File: config.mk
export PLATFORM = sky130hd
export DESIGN_NAME = cleaning_display_scan
export DESIGN_NICKNAME = d
export VERILOG_FILES = /design/src/rtl/cleaning_display_scan.sv
export SDC_FILE = /design/constraint.sdc
export NUM_CORES = 1
export LEC_CHECK = 0
export ABC_AREA = 1
export CORE_ASPECT_RATIO = 0.8
export CORE_UTILIZATION = 30
export DETAILED_ROUTE_END_ITERATION = 8
export GPL_ROUTABILITY_DRIVEN = 1
export PLACE_DENSITY_LB_ADDON = 0.08
export SLEW_MARGIN = 0
export SYNTH_ARGS = -nofsm -noshare
export SYNTH_HDL_FRONTEND = slang
export SYNTH_SLANG_ARGS = --single-unit
File: constraint.sdc
create_clock -name clk -period 5.2 [get_ports clk]
set_clock_uncertainty 0.05 [all_clocks]
set_input_delay 1.3 -clock clk [delete_from_list [all_inputs] [get_ports clk]]
set_output_delay 1.3 -clock clk [all_outputs]
set_load 0.01 [all_outputs]
File: src/rtl/cleaning_display_scan.sv
// cleaning_display_scan: frame-synchronous 3-digit 7-segment scanner with leading-zero blanking, dash for invalid BCD and blink.
module cleaning_display_scan #(
  parameter int REFRESH_DIV  = 50000,
  parameter int BLINK_FRAMES = 250
) (
  input  logic       clk,
  input  logic       reset,
  input  logic [3:0] digit0,
  input  logic [3:0] digit1,
  input  logic [3:0] digit2,
  input  logic       blink_en,
  output logic [2:0] an,
  output logic [6:0] seg
);
  localparam int PW = $clog2(REFRESH_DIV);
  localparam int FW = $clog2(BLINK_FRAMES + 1);
  localparam logic [PW-1:0] PMAX = PW'(REFRESH_DIV - 1);
  localparam logic [FW-1:0] FMAX = FW'(BLINK_FRAMES - 1);
  logic [PW-1:0] pre;
  logic [FW-1:0] fc;
  logic [1:0] idx;
  logic [3:0] h0, h1, h2, cur;
  logic blink_phase, tick, frame, blank1, blank2, off;
  logic [2:0] an_n;
  logic [6:0] seg_n, dec;
  always_comb begin
    tick = pre == PMAX;
    frame = tick && idx == 2'd2;
    blank2 = h2 == 4'd0;
    blank1 = blank2 && h1 == 4'd0;
    cur = idx == 2'd0 ? h0 : idx == 2'd1 ? h1 : h2;
    case (cur)
      4'd0: dec = 7'h01;
      4'd1: dec = 7'h4F;
      4'd2: dec = 7'h12;
      4'd3: dec = 7'h06;
      4'd4: dec = 7'h4C;
      4'd5: dec = 7'h24;
      4'd6: dec = 7'h20;
      4'd7: dec = 7'h0F;
      4'd8: dec = 7'h00;
      4'd9: dec = 7'h04;
      default: dec = 7'h7E;
    endcase
    off = (idx == 2'd2 && blank2) || (idx == 2'd1 && blank1) || (blink_en && blink_phase);
    an_n = off ? 3'b111 : ~(3'b001 << idx);
    seg_n = off ? 7'h7F : dec;
  end
  always_ff @(posedge clk) begin
    if (reset) begin
      pre <= '0;
      idx <= '0;
      h0 <= '0;
      h1 <= '0;
      h2 <= '0;
      fc <= '0;
      blink_phase <= 1'b0;
      an <= 3'b111;
      seg <= 7'h7F;
    end else begin
      pre <= tick ? '0 : pre + 1'b1;
      if (tick) idx <= idx == 2'd2 ? 2'd0 : idx + 2'd1;
      if (frame) begin
        h0 <= digit0;
        h1 <= digit1;
        h2 <= digit2;
        fc <= fc == FMAX ? '0 : fc + 1'b1;
        if (fc == FMAX) blink_phase <= ~blink_phase;
      end
      an <= an_n;
      seg <= seg_n;
    end
  end
endmodule

# Yosys cells after proc, flatten, opt, wreduce, memory -nomap -nowiden
# Memory sizes are Yosys's and may differ from the RTL's. A register that Yosys moved wholly into a read port is not among the register bits.
# Cells that the tools add are included.
dict set report totals {
  regBits 42
  rom_bits 112
  word_cells 36
  mem_count 1
}
dict set report op_classes {
  n_addsub 3
  eq_ne 4
  n_shift 1
  n_mux 4
  bitwise_logic 2
  n_reduce_logical 13
}
# memory words word_bits read_ports rd_clocked_by_memory_dff write_ports line_no
set mem_list {}
lappend mem_list {{(no name shown)} 16 7 1 1 0 32} ;# case (cur)
# operator count
set op_table {}
lappend op_table {{16-bit by 1-bit adder with 16-bit output (second input constant)} 1}
lappend op_table {{16-bit equality test (second input constant)} 1}
lappend op_table {{8-bit by 1-bit adder with 8-bit output (second input constant)} 1}
lappend op_table {{8-bit equality test (second input constant)} 1}
lappend op_table {{4-bit logical NOT} 2}
lappend op_table {{4-bit two-way mux} 2}
lappend op_table {{8-bit two-way mux} 1}
lappend op_table {{1-bit logical AND} 5}
lappend op_table {{2-bit OR reduction} 2}
lappend op_table {{3-bit inverter} 1}
lappend op_table {{1-bit by 2-bit << shifter with 3-bit output (first input constant)} 1}
lappend op_table {{2-bit by 1-bit adder with 2-bit output (second input constant)} 1}
lappend op_table {{2-bit by 1-bit equality test with 1-bit output (second input constant)} 1}
lappend op_table {{2-bit equality test (second input constant)} 1}
lappend op_table {{2-bit logical NOT} 1}
lappend op_table {{1-bit logical OR} 2}
lappend op_table {{2-bit two-way mux} 1}
lappend op_table {{2-bit AND reduction} 1}
lappend op_table {{1-bit inverter} 1}

# Depth between registers and ports, before layout
dict set report logic_depth {
  ltp_word 6
  ltp_mapped 11
}

# Worst setup path before layout
# Ideal clock, no wire load.
dict set report synth_path {
  path_type {input -> register}
  startpoint {input reset}
  endpoint {register seg[1]}
  setup_time_ns 0.141
  arrival_time_ns 1.928
  required_ns 5.009
  slack_ns 3.080
  path_stages 4
  path_buffers 0
  cell_sequence {inv_1 > nand2_1 > nor3_2 > nand3_1}
}
dict set report synth_via {
  elab_chain_cells 1
}
# element line_no
set synth_rtl {}
lappend synth_rtl {{from (decl)} 7} ;# input logic reset,
lappend synth_rtl {{2-bit OR reduction (no line)} --}
lappend synth_rtl {{to (decl)} 13} ;# output logic [6:0] seg
# Every way passes these cells.
# A chain may end at the register's enable or synchronous reset.

# Worst setup path in the final report
dict set report layout_path {
  startpoint {input reset}
  endpoint {register seg[4]}
}
# The elaborated chain is that of the path after synthesis.

==> flow_summary.yaml <==
status:
  outcome: "completed"
min_path:
  hold_path_end: "pre[0]"
  worst_hold_path.num_cells: 1
  min_from: "pre[0]"
  hp-class: "register to register"
yosys:
  ys_warn_count: 0
  synth_cell_types: 33
  synthMostInstantiatedCell: "sky130_fd_sc_hd__nand2_1"
  postSynthAreaPerCell_um2: 7.47
  synth_top_area_share_pct: 39.4
  synth-main-ff-cell: "sky130_fd_sc_hd__dfxtp_1"
  netlist_area_um2: 2490
  ys_top_cells_by_area: "sky130_fd_sc_hd__dfxtp_1 (39%), sky130_fd_sc_hd__nand2_1 (14%), sky130_fd_sc_hd__a21oi_2 (6.3%)"
  ys_seq_elements: 49
  syn_inst: 333
  asyncSetResetFlopFracSynth_pct: 0
  synth.top_cells.by_count: "sky130_fd_sc_hd__nand2_1 (90), sky130_fd_sc_hd__dfxtp_1 (49), sky130_fd_sc_hd__nor2_1 (39)"
  mappedNetlistNets: 357
  cell_type_with_the_largest_total_area_after_synthesis: "sky130_fd_sc_hd__dfxtp_1"
  synth-seq-area-share_pct: 39.4
  synth_enable_flop_cells: 0
global_routing:
  global_route.overflow_total: 0
  grt_pass1_wl_um: 9240
  maximum_number_of_pins_on_one_net_before_global_route_repair: 25
  vias_in_the_first_global_route: 1936
  grt_antenna_before_repair: 0
  overall_track_demand_over_capacity_in_global_routing_pct: 13.1
drt:
  route.detailed.drc: 0
  met3RoutedLength_um: 175
  wl_met1_um: 2920
  detail_route.wl_per_cell_um: 11.1
  tritonroute_pass_1_iters: 4
  postRouteWirelength_um: 5200
  dr.first_iter.drc_count: 73
  via_per_instance_ratio: 4.39
  detail-route-antenna-nets: 0
  dr_wl_met2_um: 2060
  dr_total_vias: 2050
  top_layer: "met4"
worst_setup_path:
  r2r_start: "idx[0]"
  cp_slowest_stage_delay_ps: 510
  ff2ff_path_depth: 10
  timing.rr.end: "seg[3]"
  critPathArrivalTime_ps: 2830
  start_kind: "primary input"
  crit_fanout: 24
  register_to_register_path_setup_slack_ps: 3160
  slowest_stage_cell_on_the_critical_path: "sky130_fd_sc_hd__nor3_2"
  crit_path_cell_trace: "clkdlybuf4s50_1 > buf_4 > inv_1 > nand2_1 > nor3_2 > nand3_1"
  setup.worst_path.class: "primary input to register"
  worstPathRequired_ps: 5310
  critical_path.endpoint_type: "register"
layout:
  area.growth.synth_to_final_pct: 17.6
  num_antenna_cells: 0
  final_cell_area_um2: 2930
  register_area_um2: 981
  final.fill_count: 863
  post_route_cells_drive_above_1_share_pct: 16.7
  fin_nets: 382
  area_of_the_multi_input_gates_um2: 1340
placed_design:
  placed_cell_area_um2: 2810
  port-buffer-count: 24
  hpwl_um: 3750
  gp_congestion: 0.814
cts:
  clock_path_buffers: 2
  clock_tree.root_cell: "sky130_fd_sc_hd__clkbuf_8"
  clock_sinks: 49
  post_cts.resized_instances: 0
  clock_insertion_delay_worst_skew_ps: 300
  cts_post_setup_buffers_inserted: 0
  cts_hold_repair.buffers: 0
  cts_max_level: 2
  clk_pin_slew_ps: 100
  cts-buffers-inserted: 5
  tritoncts: "done"
pwr:
  ir_drop_mv: 0.0959
  power_per_cell_area_nw_per_um2: 237
  leakagePower_nw: 1.03
timing:
  final_total_negative_setup_slack_ps: 0
  hold_viol: 0
  final_count_of_negative_setup_slack_endpoints: 0
  grt_setup_unrepaired: "no"
  final.min_clock_period_ps: 2720
  timing_worst_slew_pin_value_ps: 670
  max_slew_violation_count: 0
  achievable-frequency_mhz: 368
  worst_slew_margin_rel_pct: 55.1
  fin_crit_sh_pct: 52.3
floorplanning:
  die_width_um: 104
  initial_core_util_pct: 31.2
  cell_rows: 29
  io_pins: 25
  fp.dieArea_um2: 8670
  core_um2: 7980
  die_h_um: 83.5
flow_run:
  cap_viol_max_count: 0
registers in the layout, indices dropped and copies added (netlist names):
signal,count
idx,2
h0,4
fc,8
h2,4
an,3
h1,4
seg,7
blink_phase,1
pre,16
cell families after synthesis:
logic type               after synthesis  share of synthesized area (%)
flip-flops                            49                           39.4
AO/OA/AOI/OAI                         42                           11.3
adder cells (fa/ha/maj)                9                           4.52
XOR/XNOR                               7                           2.46
buffers and inverters                 34                           6.69
AND/OR/NAND/NOR                      192                           35.6
power by group:
group / switching [W] / internal [W] / leakage, nW
Sequential: 0.00000197 / 0.000380 / 0.398
Clock: 0.000136 / 0.000144 / 0.0543
Combinational: 0.0000140 / 0.0000175 / 0.582
stage by stage:
step	setup WS [ps]	util (%)	instances	total power (W)	hold slack, ps
finish	2480	36.7	467	0.000693	420
global placement	2180	35.2	459	0.000422	380
global route	2340	36.7	467	0.000725	434
CTS	2460	36.7	467	0.000706	419
detailed placement	2130	35.2	459	0.000423	398
floorplan	3080	-	333	0.000403	367
final cells by class:
class	instances	share of cell area, %
Tap cell	108	4.62
Inverter	27	3.63
Clock inverter	3	1.58
Multi-Input combinational cell	250	45.8
Timing Repair Buffer	25	8.47
Clock buffer	5	2.35
Sequential cell	49	33.5
worst max-delay path, delay by kind of cell:
| kind | cells | cell delay [ps] |
|---|---|---|
| buffers and inverters | 3 | 780 |
| and+or+nand+nor | 3 | 740 |
worst max path at each step:
stage	to	depth (start not counted)	slack [ps]	start
detailed placement	seg[4]	6	2130	reset
finish	seg[4]	6	2480	reset
global placement	seg[3]	6	2180	reset
floorplan	seg[1]	4	3080	reset
CTS	seg[4]	6	2460	reset
global route	seg[1]	6	2340	reset
layer usage:
| layer | track usage [%] | vias up |
|---|---|---|
| met5 | 0 | - |
| met1 | 19.3 | 896 |
| met4 | 3.51 | 0 |
| li1 | - | 1116 |
| met3 | 2.58 | 5 |
| met2 | 19.5 | 33 |
layout by cell type, fill, tap and decap left out, drive strengths merged, types with 2 or more instances in the layout:
master,instances
nand2,104
dfxtp,49
nor2,44
a21oi,33
inv,26
clkdlybuf4s50,24
nand3,21
ha,9
nor3,8
o21ai,7
nand4,6
clkbuf,5
or2,5
xnor2,4
xor2,3
nand3b,3
clkinv,2
Power figures use the tool's default switching activity.
